File: src/rtl/fpga_led_status_ctrl.sv
`default_nettype none
// ============================================================================
// Module   : fpga_led_status_ctrl
// Brief    : NUM_CH moded LED channels (off/on/heartbeat/event-stretch) plus an
//            optional MSB-first blink-code engine, enabled by macro LED_CODE_EN.
// Revision : 1.0 - initial release
// ============================================================================
module fpga_led_status_ctrl #(
   parameter int NUM_CH    = 4,
   parameter int CNT_WIDTH = 27,
   parameter int STRETCH_W = 20,
   parameter int CODE_W    = 8
) (
   input  logic                  clk_i,
   input  logic                  rst_i,
   input  logic [2*NUM_CH-1:0]   mode_i,
   input  logic [NUM_CH-1:0]     event_i,
   output logic [NUM_CH-1:0]     led_o,
   input  logic                  code_valid_i,
   input  logic [CODE_W-1:0]     code_i,
   output logic                  code_led_o,
   output logic                  code_busy_o,
   output logic                  code_done_o
);

   logic [CNT_WIDTH-1:0] hb_cnt;
   logic                 tick;
   logic [STRETCH_W-1:0] st_cnt [NUM_CH];

   always_ff @(posedge clk_i or posedge rst_i) begin
      if (rst_i) hb_cnt <= '0;
      else       hb_cnt <= hb_cnt + 1'b1;
   end

   // One code unit elapses each time the low CNT_WIDTH-3 bits roll over.
   assign tick = &hb_cnt[CNT_WIDTH-4:0];

   always_ff @(posedge clk_i or posedge rst_i) begin
      if (rst_i) begin
         for (int c = 0; c < NUM_CH; c++) st_cnt[c] <= '0;
         led_o <= '0;
      end else begin
         for (int c = 0; c < NUM_CH; c++) begin
            if (event_i[c])              st_cnt[c] <= '1;
            else if (st_cnt[c] != '0)    st_cnt[c] <= st_cnt[c] - 1'b1;
            case (mode_i[2*c +: 2])
               2'b00:   led_o[c] <= 1'b0;
               2'b01:   led_o[c] <= 1'b1;
               2'b10:   led_o[c] <= hb_cnt[CNT_WIDTH-1];
               default: led_o[c] <= (st_cnt[c] != '0);
            endcase
         end
      end
   end

`ifdef LED_CODE_EN
   localparam int IDX_W = (CODE_W > 1) ? $clog2(CODE_W) : 1;

   typedef enum logic [1:0] {S_IDLE, S_SYNC, S_ON, S_OFF} state_t;

   state_t            state;
   logic [CODE_W-1:0] shreg;
   logic [IDX_W-1:0]  bit_idx;
   logic [1:0]        unit_cnt;
   logic              cur_bit;
   logic              next_bit;

   assign cur_bit  = shreg[bit_idx];
   assign next_bit = shreg[bit_idx - 1'b1];

   always_ff @(posedge clk_i or posedge rst_i) begin
      if (rst_i) begin
         state       <= S_IDLE;
         shreg       <= '0;
         bit_idx     <= '0;
         unit_cnt    <= '0;
         code_led_o  <= 1'b0;
         code_busy_o <= 1'b0;
         code_done_o <= 1'b0;
      end else begin
         code_done_o <= 1'b0;
         case (state)
            S_IDLE: begin
               if (code_valid_i) begin
                  shreg       <= code_i;
                  bit_idx     <= IDX_W'(CODE_W - 1);
                  state       <= S_SYNC;
                  code_busy_o <= 1'b1;
               end
            end
            S_SYNC: begin
               if (tick) begin
                  state      <= S_ON;
                  unit_cnt   <= cur_bit ? 2'd3 : 2'd1;
                  code_led_o <= 1'b1;
               end
            end
            S_ON: begin
               if (tick) begin
                  if (unit_cnt == 2'd1) begin
                     // Off-time fills the rest of the 4-unit bit slot.
                     state      <= S_OFF;
                     unit_cnt   <= cur_bit ? 2'd1 : 2'd3;
                     code_led_o <= 1'b0;
                  end else begin
                     unit_cnt <= unit_cnt - 1'b1;
                  end
               end
            end
            S_OFF: begin
               if (tick) begin
                  if (unit_cnt == 2'd1) begin
                     if (bit_idx == '0) begin
                        state       <= S_IDLE;
                        code_busy_o <= 1'b0;
                        code_done_o <= 1'b1;
                     end else begin
                        bit_idx    <= bit_idx - 1'b1;
                        state      <= S_ON;
                        unit_cnt   <= next_bit ? 2'd3 : 2'd1;
                        code_led_o <= 1'b1;
                     end
                  end else begin
                     unit_cnt <= unit_cnt - 1'b1;
                  end
               end
            end
            default: state <= S_IDLE;
         endcase
      end
   end
`else
   logic unused_code;
   assign unused_code = ^{code_valid_i, code_i, tick};
   assign code_led_o  = 1'b0;
   assign code_busy_o = 1'b0;
   assign code_done_o = 1'b0;
`endif

endmodule
`default_nettype wire

File: config.mk
export PLATFORM = sky130hd
export DESIGN_NAME = fpga_led_status_ctrl
export DESIGN_NICKNAME = d
export VERILOG_FILES = /design/src/rtl/fpga_led_status_ctrl.sv
export SDC_FILE = /design/constraint.sdc
export NUM_CORES = 1
export LEC_CHECK = 0
export BUFFER_PORTS_ARGS = -buffer_cell sky130_fd_sc_hd__buf_2
export CAP_MARGIN = 5
export CORE_AREA = 8 8 191 102
export CTS_CLUSTER_DIAMETER = 40
export DETAILED_ROUTE_END_ITERATION = 12
export DIE_AREA = 0 0 199 110
export SLEW_MARGIN = 20
export SYNTH_ARGS = -nofsm -noshare
export SYNTH_HDL_FRONTEND = slang
export SYNTH_SLANG_ARGS = --single-unit
File: constraint.sdc
create_clock -name clk_i -period 3.75 [get_ports clk_i]
set_input_delay 0.1875 -clock clk_i [delete_from_list [all_inputs] [get_ports clk_i]]
set_output_delay 0.1875 -clock clk_i [all_outputs]
set_load 0.005 [all_outputs]
# Word-level counts from Yosys, hierarchy flattened
# Index checks and enable logic that the tools add are counted.
totals:
  memories: 0
  mem_bits_ro: 0
  ff_bits: 111
  mem_bits_rw: 0
  input_bits: 23
  word_cells: 43
  latch_bits: 0
op_classes:
  add_sub_neg: 5
  shifts: 0
  muxes: 12
  reduce_logical: 12
  order_cmp: 0
  n_eq_ne: 8
  div_mod_pow: 0
  bitwise: 0
  multipliers: 0
op_table:
  columns: ["operator", "n"]
  rows:
  - ["two-way mux 20 bit", 8]
  - ["nonzero test 20 bit", 4]
  - ["subtractor 20 x 1 -> 20 bit, second input constant", 4]
  - ["adder 27 x 1 -> 27 bit, second input constant", 1]
  - ["one-hot mux 1 bit (3 select lines)", 4]
  - ["== test 2 x 1 -> 1 bit, second input constant", 4]
  - ["== test 2 bit, second input constant", 4]
  - ["logical NOT 2 bit", 4]
  - ["nonzero test 2 bit", 4]

# Longest topological paths before layout
logic_depth:
  ltp_word: 3
  ltp_mapped: 8
  ltp_nobuf: 7

# Worst setup path after synthesis
# Ideal clock, no wire load.
synth_path:
  path_kind: "reg2reg"
  start: "register st_cnt[23] (netlist name)"
  end: "register st_cnt[29] (netlist name)"
  arrival_ns: 1.892
  setup_ns: 0.126
  path_slack_ns: 1.732
  stages_incl_launch_ff: 5
  n_path_buf: 1
  cell_sequence: "dfrtp_1 -> or4_1 -> buf_2 -> or4_1 -> a221o_1"
synth_via:
  elab_chain_len: 3
  word_cells_on_any_way: 5
  cone_classes: "add/sub: 1; mux: 2; reduce/logical: 2"
synth_rtl:
  columns: ["item", "line", "text"]
  rows:
  - ["start, declared", "28", "logic [STRETCH_W-1:0] st_cnt [NUM_CH];"]
  - ["start signal, assigned by index", "44", "if (event_i[c]) st_cnt[c] <= '1;"]
  - ["subtractor 20 x 1 -> 20 bit", "45", "else if (st_cnt[c] != '0) st_cnt[c] <= st_cnt[c] - 1'b1;"]
  - ["two-way mux 20 bit", "45", null]
  - ["two-way mux 20 bit", "44", null]
# Parallel ways exist; a longest one is shown, timed or not. The select of a mux whose other input is x is not followed.
# A chain may end at the register's enable or synchronous reset.

# Worst setup path in the final report
layout_path:
  start: "register st_cnt[30] (netlist name)"
  end: "register st_cnt[21] (netlist name)"
layout_via:
  elab_chain_len: 2
layout_rtl:
  columns: ["item", "line"]
  rows:
  - ["nonzero test 20 bit", "45"]
  - ["nonzero test 2 bit (no line)", null]
# No other way between the ends.

==> summary.txt <==
Run status
  • Outcome: complete, no violations

Timing
  • Period Utilization, post-route: slightly below 70%
  • Worst Clk Skew: 0.0104 ns
  • Fmax: 386 MHz
  • Final setup TNS: 0 ns
  • Final setup margin: 1.16 ns
  • Endpoints failing setup: 0
  • Tmin final: 2.59 ns
  • Slew HR: roughly 31%
  • Max-slew violations: 0
  • Final hold vios: 0
  • Least-Margin Pin Slew: 1.02 ns
  • RSZ-0062 raised after global routing: false

Floorplanning
  • Placeable Area: 16900 sq um
  • Initial Util: 34.1%
  • Ports: 30
  • Die Wd: a little under 200 um
  • DIE HEIGHT: 110 um
  • Die area: 21900 sq um
  • Row cnt: 34

Clocking
  • Post-CTS Hold Fix Bufs: 1
  • CTS Buffer Depth: 2
  • Sink Count: 111
  • H-tree Lvls: 3
  • Setup Buffers After CTS: 0
  • Resized Gates After CTS: 0
  • CTS tree: built
  • CTS Buf Count: 9
  • Worst-path clk slew: 0.08 ns
  • Worst-skew pair later-pin latency: 0.35 ns
  • Clock root cell: clkbuf_16

Drt
  • Total Routed Length: 11000 um
  • First drt pass iteration count: 4
  • Vias per std cell: 4.97
  • Drt drc: 0
  • Routed Antenna Nets: 0
  • Via Count: 4010
  • Wire per inst: 13.6 um
  • Starting DRC count in detailed routing: 229

Synth
  • EDFF count, synth: 0
  • Register area share after synthesis: about half
  • Synth top area share: 48.3%
  • YS warnings: 0
  • Main synth FF type: dfrtp_1
  • Count leader, synth: dfrtp_1
  • Post-synth top cells: dfrtp_1, xnor2_1, nand2b_1, nand2_1
  • Cell Area, Synth: 5760 sq um
  • Top cells by area, synth: dfrtp_1, xnor2_1, nand2b_1
  • Post-synth ARST share: 100%
  • FF+latch count, synth: 111
  • Unique masters post-synth: 57
  • Syn Inst Count: 553
  • Top cell type by total area after synthesis: dfrtp_1
  • Mean cell area of the mapped netlist: 10.4 sq um

GRT
  • Initial antenna violation count: 0
  • Global Route Usage Sum: roughly 11%
  • Vias in the first global route: 4017
  • First-pass GRT wire length: a little under 20000 um
  • Total congestion overflow: 0
  • Largest net degree at the start of global routing: 60

Finish
  • Fill cell count: ~1700
  • Share of layout cells above drive strength 1: 10.6%
  • Utilization after layout: 37.6%
  • Synth-to-Final Area Change: 10.4%
  • Fin nets: 599
  • Ant diodes: 0

Pwr
  • Pint: around 1.7 mW
  • Sw frac: between 20% and 30%
  • Clock power frac: 40.9%
  • Sequential Power Share: 55.1%
  • Pleak: ~2.1 nW
  • Combinational share of power: roughly 4.0%
  • Pwr Total: 2.21 mW
  • PwrDens: 348 nW/um^2
  • Worst vdd ir: 185 uV
  • Switch Pwr: 0.516 mW

Setup path
  • Worst-path maximum fanout: 14
  • Start of the worst register-to-register path: st_cnt[30]
  • Element type at the critical path end: flop
  • Slowest cell delay on critical path: 0.62 ns
  • Cells on worst reg2reg path: 5
  • Critical path launch point type: flop
  • Reg2reg setup slack: 1.16 ns
  • Crit-path cells: nor4_1, nand4_1, nor3_4, mux2i_1, or2_1
  • Slowest stage cell, crit path: nand4_1
  • Critical path class: reg -> reg
  • WP data arrival: 2.82 ns
  • RR Endpoint: st_cnt[21]
  • WP data required: 3.98 ns

Min path
  • Hold_sp: mode_i[0]
  • Hold depth: 2
  • Hold Crit Class: in -> reg
  • Worst Hold End: led_o[0]

Placed design
  • # port buffers: 17
  • Routability congestion estimate: 0.776
  • DP HPWL: 7680 um
  • Place WS: 1.16 ns

Job
  • Maxcap violations: 0
## how the worst max path moves through the flow
stage / cells past startpoint / startpoint / endpoint / slack, ns
after floorplan: 1 / rst_i / hb_cnt[0] / 0.63
after global placement: 5 / st_cnt[30] / st_cnt[21] / 1.25
after detailed placement: 5 / st_cnt[30] / st_cnt[21] / 1.16
after CTS: 5 / st_cnt[30] / st_cnt[21] / 1.15
after global routing: 5 / st_cnt[30] / st_cnt[21] / 0.87
final: 5 / st_cnt[30] / st_cnt[21] / 1.16
## cell usage in the layout, fill, tap and decap left out, drive strengths merged, types with 7 or more instances in the layout
cell,instances
dfrtp,111
xnor2,47
nand2b,42
nand2,32
nor2,28
xor2,27
nor3,22
inv,21
nor4,21
a21oi,20
buf,20
nand3,19
or3,14
o31ai,13
nand4,13
o21ai,11
and3,9
clkbuf,9
ha,8
or4,8
nor4b,8
or2,7
## through the flow
| step | hold slack, ns | area (sq um) | std cells |
|---|---|---|---|
| 6_report | 0.0290 | 6360 | 807 |
| 3_3_place_gp | 0.372 | 6070 | 790 |
| 4_1_cts | 0.0113 | 6360 | 807 |
| 5_1_grt | 0.0133 | 6360 | 807 |
| 3_5_place_dp | 0.377 | 6070 | 790 |
| 2_1_floorplan | 0.285 | 5760 | 555 |
## worst max-delay path: cells and delay by family, from the launching register on
| family | cells | cell delay, ns |
|---|---|---|
| flip-flops | 1 | 0.42 |
| multiplexers | 1 | 0.12 |
| AND/OR/NAND/NOR | 4 | 1.93 |
## sequential cells by signal, summed over array words and instances, names as in the netlist
signal and cells:
led_o 4, hb_cnt 27, st_cnt 80
## kinds of logic (layout without fill, tap and decap cells)
logic type,count (synthesis),in the layout,share of synthesized area (%)
adder cells (fa/ha/maj),8,8,1.74
flip-flops,111,111,48.3
other,1,3,0.0652
buffers and inverters,37,55,2.89
XOR/XNOR,74,74,11.3
AND/OR/NAND/NOR,246,246,26.9
AO/OA/AOI/OAI,72,72,8.22
multiplexers,4,4,0.696
## cell type report
type / instances / area, sq um / area share, %
Sequential cell: 111 / 2780 / 43.7
Clock buffer: 9 / 225 / 3.54
Clock inverter: 7 / 53.8 / 0.846
Inverter: 18 / 70.1 / 1.10
Multi-Input combinational cell: 407 / 2820 / 44.4
Tap cell: 234 / 293 / 4.61
Timing Repair Buffer: 21 / 118 / 1.85
## power groups by stage
stage          sequential (mW)  combinational [mW]  clock, mW
6_report                  1.22              0.0889      0.906
4_1_cts                   1.22              0.0923      0.949
3_3_place_gp              1.24              0.0879          0
5_1_grt                   1.22               0.105      0.992
3_5_place_dp              1.24              0.0913          0
2_1_floorplan             1.24              0.0640          0
## per-layer routing
| metal | wire length [um] | global-route usage [%] |
|---|---|---|
| met5 | 0 | 0 |
| met4 | 90 | 2.84 |
| met3 | 481 | 2.67 |
| met2 | 4670 | 16.5 |
| met1 | 5750 | 15.5 |
(Power assumes the default switching activity.)
